File: config.mk
export PLATFORM = sky130hd
export DESIGN_NAME = instr_loader
export DESIGN_NICKNAME = d
export VERILOG_FILES = /design/src/rtl/mips_pkg.sv /design/src/rtl/word_assembler.sv /design/src/rtl/instr_loader.sv
export SDC_FILE = /design/constraint.sdc
export NUM_CORES = 1
export LEC_CHECK = 0
export CAP_MARGIN = 15
export CORE_ASPECT_RATIO = 1.1
export CORE_UTILIZATION = 49
export DETAILED_ROUTE_END_ITERATION = 6
export PLACE_DENSITY = 0.87
export SETUP_SLACK_MARGIN = 0.5
export SYNTH_ARGS = -nofsm -noshare
export SYNTH_HDL_FRONTEND = slang
export SYNTH_SLANG_ARGS = --single-unit
File: constraint.sdc
create_clock -name clock -period 2.7 [get_ports clock]
set_input_delay 0.405 -clock clock [delete_from_list [all_inputs] [get_ports clock]]
set_output_delay 0.405 -clock clock [all_outputs]
set_load 0.02 [all_outputs]
File: src/rtl/mips_pkg.sv
// Shared widths, the HALT marker and the loader state type used by the
// instruction loader and its byte-to-word assembler.
package mips_pkg;

  localparam int NB_DATA = 32;
  localparam int NB_BYTE = 8;
  localparam int NB_ADDR = 7;

  localparam logic [NB_DATA-1:0] HALT_WORD = 32'hFFFF_FFFF;

  typedef enum logic [2:0] {
    ST_COLLECT = 3'd0,
    ST_WRITE   = 3'd1,
    ST_REPORT  = 3'd2,
    ST_DONE    = 3'd3,
    ST_FULL    = 3'd4
  } loader_state_t;

endpackage

File: src/rtl/word_assembler.sv
// Big-endian byte-to-word assembler: each accepted byte shifts in at the
// bottom, and word_valid flags the byte that completes a 32-bit word.
module word_assembler
  import mips_pkg::*;
(
  input  logic               clock,
  input  logic               reset,
  input  logic               clear,
  input  logic               take,
  input  logic [NB_BYTE-1:0] byte_in,
  output logic [NB_DATA-1:0] word,
  output logic               word_valid
);

  logic [1:0]         byte_cnt;
  logic [NB_DATA-1:0] shift_reg;

  always_ff @(posedge clock or negedge reset) begin
    if (!reset) begin
      byte_cnt  <= '0;
      shift_reg <= '0;
    end else if (clear) begin
      byte_cnt <= '0;
    end else if (take) begin
      shift_reg <= {shift_reg[NB_DATA-NB_BYTE-1:0], byte_in};
      byte_cnt  <= byte_cnt + 2'd1;
    end
  end

  assign word       = shift_reg;
  assign word_valid = take && (byte_cnt == 2'd3);

endmodule

File: src/rtl/instr_loader.sv
// Loads big-endian instruction words from the UART into instruction memory,
// stops on HALT or a full memory, then reports the word count over the UART.
module instr_loader
  import mips_pkg::*;
(
  input  logic               clock,
  input  logic               reset,
  input  logic               clear_i,
  input  logic [NB_BYTE-1:0] rx_data_i,
  input  logic               rx_done_i,
  input  logic               tx_busy_i,
  output logic               mem_wr_en_o,
  output logic [NB_ADDR-1:0] mem_addr_o,
  output logic [NB_DATA-1:0] mem_data_o,
  output logic               tx_start_o,
  output logic [NB_BYTE-1:0] tx_data_o,
  output logic [NB_ADDR:0]   word_count_o,
  output logic               load_done_o,
  output logic               overflow_o
);

  loader_state_t      state, state_nx;
  logic [NB_ADDR-1:0] addr;
  logic [NB_ADDR:0]   word_count;
  logic               halt_seen;
  logic [NB_BYTE-1:0] tx_data;

  logic               take;
  logic               wr_en;
  logic               tx_start;
  logic [NB_DATA-1:0] word;
  logic               word_valid;
  logic               is_halt;
  logic               last_addr;

  word_assembler u_asm (
    .clock      (clock),
    .reset      (reset),
    .clear      (clear_i),
    .take       (take),
    .byte_in    (rx_data_i),
    .word       (word),
    .word_valid (word_valid)
  );

  assign is_halt   = (word == HALT_WORD);
  assign last_addr = (addr == '1);

  always_ff @(posedge clock or negedge reset) begin
    if (!reset) begin
      state <= ST_COLLECT;
    end else begin
      state <= state_nx;
    end
  end

  always_comb begin
    state_nx = state;
    take     = 1'b0;
    wr_en    = 1'b0;
    tx_start = 1'b0;
    case (state)
      ST_COLLECT: begin
        take = rx_done_i;
        if (word_valid) state_nx = ST_WRITE;
      end
      ST_WRITE: begin
        wr_en = 1'b1;
        if (is_halt || last_addr) begin
          state_nx = ST_REPORT;
        end else begin
          // Back-to-back streams: a byte landing during the write starts the next word.
          state_nx = ST_COLLECT;
          take     = rx_done_i;
        end
      end
      ST_REPORT: begin
        if (!tx_busy_i) begin
          tx_start = 1'b1;
          state_nx = halt_seen ? ST_DONE : ST_FULL;
        end
      end
      ST_DONE:  state_nx = ST_DONE;
      ST_FULL:  state_nx = ST_FULL;
      default:  state_nx = ST_COLLECT;
    endcase
    if (clear_i) begin
      state_nx = ST_COLLECT;
      take     = 1'b0;
      wr_en    = 1'b0;
      tx_start = 1'b0;
    end
  end

  always_ff @(posedge clock or negedge reset) begin
    if (!reset) begin
      addr       <= '0;
      word_count <= '0;
      halt_seen  <= 1'b0;
      tx_data    <= '0;
    end else begin
      if (clear_i) begin
        addr       <= '0;
        word_count <= '0;
        halt_seen  <= 1'b0;
      end else if (wr_en) begin
        word_count <= word_count + 1'b1;
        halt_seen  <= is_halt;
        // Address only advances when more words may follow, so it never wraps.
        if (state_nx == ST_COLLECT) addr <= addr + 1'b1;
      end
      if (tx_start) tx_data <= word_count[NB_BYTE-1:0];
    end
  end

  assign mem_wr_en_o  = wr_en;
  assign mem_addr_o   = addr;
  assign mem_data_o   = word;
  assign tx_start_o   = tx_start;
  assign tx_data_o    = tx_data;
  assign word_count_o = word_count;
  assign load_done_o  = (state == ST_DONE);
  assign overflow_o   = (state == ST_FULL);

endmodule

==> run_results.csv, run 1 <==
group,metric,value,unit
die,dieArea,0.006121,mm²
power,p_leak,0.001718,µW
sta,layout_setup_ws,0.5679,ns
logic_synthesis,synth-xor-area-share,0.02460,
sta,clock_skew,0.007793,ns
logic_synthesis,synth_compound_area_frac,0.04174,
logic_synthesis,ys.warnings.count,0,
sta,timing.setup.tns,0,ns
sta,slew_headroom,0.5905,
clock_network,path_clk_slew,0.07,ns
setup_path,critical_path_arrival,2.35,ns
finish,area_growth_syn_to_layout,35.76,%
setup_path,worstSetupPathType,"register to register",
sta,post-route-min-period,2.132,ns
finish,fill_cells,401,
die,core_area,0.005500,mm²
logic_synthesis,synthAdderAreaFrac,0.01318,
setup_path,start_kind,"register",
logic_synthesis,yosysSeqAreaShare,0.5360,
finish,antenna_cells,0,
logic_synthesis,synth-simple-area-share,0.1388,
setup_path,cp-end-kind,"register",
die,die_h,81.96,µm
global_route,grtUsageTotal,0.2149,
placed_design,preCtsSetupSlack,0.2263,ns
die,rows,28,
setup_path,path_max_fanout,16,
finish,fin_nets,302,
run,maxCapViolCount,0,
die,pin_count,72,
route,wire_per_inst,16.62,µm
finish,ff_latch_area,0.001529,mm²
sta,final_hold_viol_count,0,
power,ir_drop,454.3,µV
route,vias,1953,
placed_design,hpwl,4169,µm
min_path,hold_class,"primary input to async pin",
clock_network,h-tree-depth,3,
clock_network,cts_setup_buffers,0,
clock_network,cts_root_buffer,"clkbuf_8",
sta,setup_viol,0,
global_route,grt_start_max_net_pins,33,
route,wl,6082,µm
finish,most-common-layout-cells,"clkdlybuf4s50_1, dfrtp_1, mux2_4",
logic_synthesis,syn_inst,206,
sta,finalMaxSlewViolations,0,
logic_synthesis,synth.area.mux_share,0.2206,
sta,max_freq,469.0,MHz
sta,finalCritPeriodShare,0.7897,
global_route,grt_pass1_wl,9370,µm
run_status,status,"completed",
logic_synthesis,synth_edf_count,0,
finish,post_route_cells_drive_above_1_share,0.2715,
placed_design,port_buffers,71,
placed_design,routabilityCongestion,0.7198,
logic_synthesis,synth_top_family_by_area,"multiplexers",
route,first_pass_iters,4,
finish,multi_input_area,0.001252,mm²
logic_synthesis,ys_async_sr_fraction,1.000,
clock_network,cts_max_path_buffers,2,
sta,worst_slew_pin_slew,0.6142,ns
clock_network,cts_buffers,9,
clock_network,cts_tree,"done",
clock_network,clkSinkCount,61,
die,start_util,0.5177,
clock_network,cts_hold_buf,0,
global_route,gr-total-overflow,0,
global_route,grt_pass1_vias,1854,
power,power_density,735.8,mW/mm²
clock_network,clk_latency,0.34,ns
logic_synthesis,ys.flop_type,"dfrtp_1",
logic_synthesis,synth_cell_types,37,
logic_synthesis,synth_area,0.002848,mm²
logic_synthesis,syn-mean-instance-area,13.82,µm²
route,drc,0,
setup_path,worst_ep_required_time,2.92,ns
route,drtAntennaViolNets,0,
global_route,antenna_found_initial,0,
finish,final_common_cell,"clkdlybuf4s50_1",
sta,grt_setup_unrepaired,"false",
logic_synthesis,syn_nets,222,
route,first_iter_violations,83,
die,die_w,74.69,µm
logic_synthesis,synth_seq_cells,61,
route,avgViaCountPerCell,5.336,
[cell usage after synthesis, types with 3 or more instances]
master   count  area share
nand3_1      5      0.0088
ha_1         3       0.013
xor2_1       3      0.0092
nor2_1      17       0.022
nand4_1     10       0.022
xnor2_1      5       0.015
mux2_2      12       0.047
nor3_1       4      0.0070
nand2_1      7      0.0092
nor2b_1      5       0.011
buf_2        3      0.0053
buf_6        4       0.016
a21oi_1      6       0.011
dfrtp_1     61        0.54
mux2_4      30        0.16
[sequential cells by signal, summed over array words and instances, names as in the netlist]
| name | flops |
|---|---|
| mem_addr_o | 7 |
| state | 3 |
| tx_data_o | 8 |
| u_asm.byte_cnt | 2 |
| u_asm.word | 32 |
| word_count_o | 8 |
| halt_seen | 1 |
[power by group]
part,switching (µW),internal (µW),leakage [µW]
combinational,350,463,0.000845
clock,358,447,0.0000943
sequential,165,1060,0.000779
[stage by stage]
stage	hold slack [ns]	util	instance area [µm²]	power [µW]	std cells
after floorplan	0.1094	-	2848	1637	206
after global placement	0.4483	0.6613	3637	2018	349
after detailed placement	0.4544	0.6613	3637	2050	349
after CTS	0.07940	0.6981	3840	2859	365
after global routing	0.1012	0.7029	3866	2965	366
final	0.07466	0.7029	3866	2845	366
[cell type report]
cell class,instances,share of cell area
flip-flops and latches,61,0.3955
multi-input cells,135,0.3239
repair buffers,78,0.2036
clock buffers,10,0.03560
well taps,75,0.02427
clock inverters,6,0.01618
inverters,1,0.0009709
[worst max-delay path: stages, from the launching register on]
cell and delay (ns):
dfrtp_1 0.45, ha_1 0.26, and4_4 0.18, a21o_4 0.20, a211oi_4 0.32, clkbuf_16 0.28
mux2_4 0.33
[what timing repair did]
| item | in CTS | in global routing |
|---|---|---|
| pin swaps | 0 | 1 |
| gates resized for setup | 5 | 4 |
| cloned | 0 | 1 |
| endpoints found under the setup margin | 4 | 5 |
[cells by family (layout without fill, tap and decap cells)]
| logic type | after synthesis | in the layout |
|---|---|---|
| adders and majority gates | 3 | 3 |
| muxes | 46 | 46 |
| buffers and inverters | 10 | 95 |
| xor gates and xnor gates | 8 | 8 |
| DFF | 61 | 61 |
| and+or+nand+nor | 64 | 64 |
| AOI/OAI and AO/OA | 14 | 14 |
[worst paths after layout]
path	start	to	slack, ns	cells after the start
worst min-delay path	reset	u_asm.word[21]	0.07	1
worst max register to register	mem_addr_o[0]	u_asm.word[18]	0.57	6
max in group asynchronous	reset	tx_data_o[2]	1.93	2
worst min register to register	tx_data_o[3]	tx_data_o[3]	0.51	1
worst max-delay path	mem_addr_o[0]	u_asm.word[18]	0.57	6
min in group clock	tx_data_o[3]	tx_data_o[3]	0.51	1
[metal layers]
layer / GRT usage / part of all wire
met1: 0.2776 / 0.44
met2: 0.3333 / 0.50
met3: 0.04908 / 0.034
met4: 0.1189 / 0.022
met5: 0 / 0
Power figures use the tool's default switching activity.
==> run 2, diff against run 1 <==
Clock period 2.7 ns to 2.2 ns, I/O delays scaled along.
==> run 2 against run 1 <==
Net effect:
- cell area is 17% higher
- via count up 17%
- critical path depth is 1 lower
- clock-buffer cell count grew 2
- final cell count rose by 12%
- critical endpoint is now mem_addr_o[3]
- highest routed layer unchanged
- first-iteration DRC count up 120%
- critical path type unchanged
==> run_results.csv, run 2 (synthesized netlist as in run 1, its figures left out) <==
group,metric,value,unit
setup_path,r2r_slack,0.19,ns
setup_path,cp-end-kind,"register",
clock_network,h-tree-depth,3,
setup_path,path_max_fanout,6,
global_route,grt_start_max_net_pins,31,
die,core_area,0.005500,mm²
sta,max_freq,496.8,MHz
sta,post-route-min-period,2.013,ns
power,ir_drop,608.3,µV
global_route,grt_pass1_wl,11420,µm
min_path,hold_depth,5,
finish,most-common-layout-cells,"dfrtp_1, mux2_4, buf_4",
min_path,min_to,"state[2]",
setup_path,r2r_start,"state[0]",
power,p_leak,0.002310,µW
placed_design,preCtsSetupSlack,-0.1361,ns
route,avgViaCountPerCell,5.574,
sta,setup_viol,0,
power,power_density,815.0,mW/mm²
route,drc,0,
die,start_util,0.5177,
sta,grt_setup_unrepaired,"true",
die,pin_count,72,
route,vias,2291,
finish,finish.instance_area,0.004506,mm²
clock_network,path_clk_slew,0.06,ns
finish,layout.cells.non_filler,411,
placed_design,port_buffers,71,
finish,area_growth_syn_to_layout,58.22,%
finish,antenna_cells,0,
sta,finalCritPeriodShare,0.9149,
sta,final_hold_viol_count,0,
route,wl,8341,µm
setup_path,start_kind,"register",
global_route,grtUsageTotal,0.2632,
finish,post_route_cells_drive_above_1_share,0.4315,
die,die_h,81.96,µm
die,dieArea,0.006121,mm²
placed_design,hpwl,4212,µm
setup_path,worstRegToRegCells,5,
sta,timing.setup.tns,0,ns
sta,layout_setup_ws,0.1873,ns
min_path,hp-start,"tx_busy_i",
setup_path,r2r_end,"mem_addr_o[3]",
clock_network,cts_max_path_buffers,2,
route,first_iter_violations,182,
finish,largest_reg_flops,32,
setup_path,worstSetupPathType,"register to register",
sta,finalMaxSlewViolations,0,
global_route,antenna_found_initial,0,
setup_path,worst_ep_required_time,2.42,ns
die,rows,28,
placed_design,routabilityCongestion,0.7957,
route,first_pass_iters,4,
sta,slew_headroom,0.6130,
route,wire_per_inst,20.29,µm
global_route,gr-total-overflow,0,
power,total_power,3672,µW
route,drtAntennaViolNets,0,
finish,final_common_cell,"dfrtp_1",
sta,worst_slew_pin_slew,0.5805,ns
clock_network,cts_root_buffer,"clkbuf_8",
clock_network,cts_buffers,9,
clock_network,clkSinkCount,61,
setup_path,critical_path_arrival,2.24,ns
clock_network,cts_tree,"done",
run_status,status,"completed",
global_route,grt_pass1_vias,2240,
finish,fin_nets,348,
min_path,hold_class,"primary input to register",
run,maxCapViolCount,0,
placed_design,placed_area,0.003739,mm²
sta,clock_skew,0.009748,ns
placed_design,place_inst,355,
die,die_w,74.69,µm
clock_network,clk_latency,0.35,ns
-- run 2: cell types whose count changed in the layout (fill, tap and decap cells not counted), sizes merged --
cell,before,now
buf,7,56
clkdlybuf4s50,66,17
dlygate4sd2,1,31
dlymetal6s2s,2,18
clkinvlp,3,1
bufinv,1,2
clkbuf,12,13
clkinv,2,1
dlygate4sd3,0,1
inv,1,0
-- run 2: final cells by class --
type | instances | area, µm²
repair buffers | 124 | 1231
flip-flops and latches | 61 | 1533
multi-input cells | 135 | 1416
clock inverters | 3 | 68.82
clock buffers | 12 | 155.1
fillers | 280 | 994.7
well taps | 75 | 93.84
inverters | 1 | 7.507
-- run 2: worst max-delay path: stages (launching register included) --
cell	delay [ns]
dfrtp_1	0.44
or3b_4	0.44
buf_4	0.19
a211oi_4	0.30
nand4_1	0.20
mux2_4	0.34
-- run 2: power breakdown --
part | internal, µW | switching [µW] | total [µW]
registers | 1300 | 183 | 1490
logic | 563 | 494 | 1060
clock network | 696 | 433 | 1130
total | 2560 | 1110 | 3670
-- run 2: what timing repair did --
| item | in CTS | in global routing |
|---|---|---|
| buffers inserted | 26 | 11 |
| endpoints found under the hold margin | 23 | 0 |
| hold buffers | 1 | 0 |
| pin swaps | 6 | 15 |
| cloned | 2 | 1 |
| setup endpoints to repair | 75 | 62 |
| gates resized for setup | 62 | 49 |
-- run 2: per-layer routing --
layer,track usage,vias up,share of wire
met4,0.1396,0,0.031
li1,-,997,-
met3,0.06748,25,0.043
met5,0,-,0
met1,0.3191,1180,0.41
met2,0.4288,89,0.51
-- run 2: stage by stage --
step / hold WS [ns] / utilization
2_1_floorplan: 0.03441 / -
3_3_place_gp: 0.3460 / 0.6797
3_5_place_dp: 0.3527 / 0.6797
4_1_cts: 0.5133 / 0.7680
5_1_grt: 0.5469 / 0.8192
6_report: 0.5181 / 0.8192
-- run 2: worst max-delay path by stage --
stage,from,endpoint,depth (start not counted),slack [ns]
after global routing,state[2],u_asm.word[9],7,0.16
final,state[0],mem_addr_o[3],5,0.19
after global placement,clear_i,tx_start_o,4,-0.13
after floorplan,mem_addr_o[4],u_asm.word[10],6,0.21
after detailed placement,clear_i,tx_start_o,4,-0.14
after CTS,mem_addr_o[2],u_asm.word[18],7,0.22
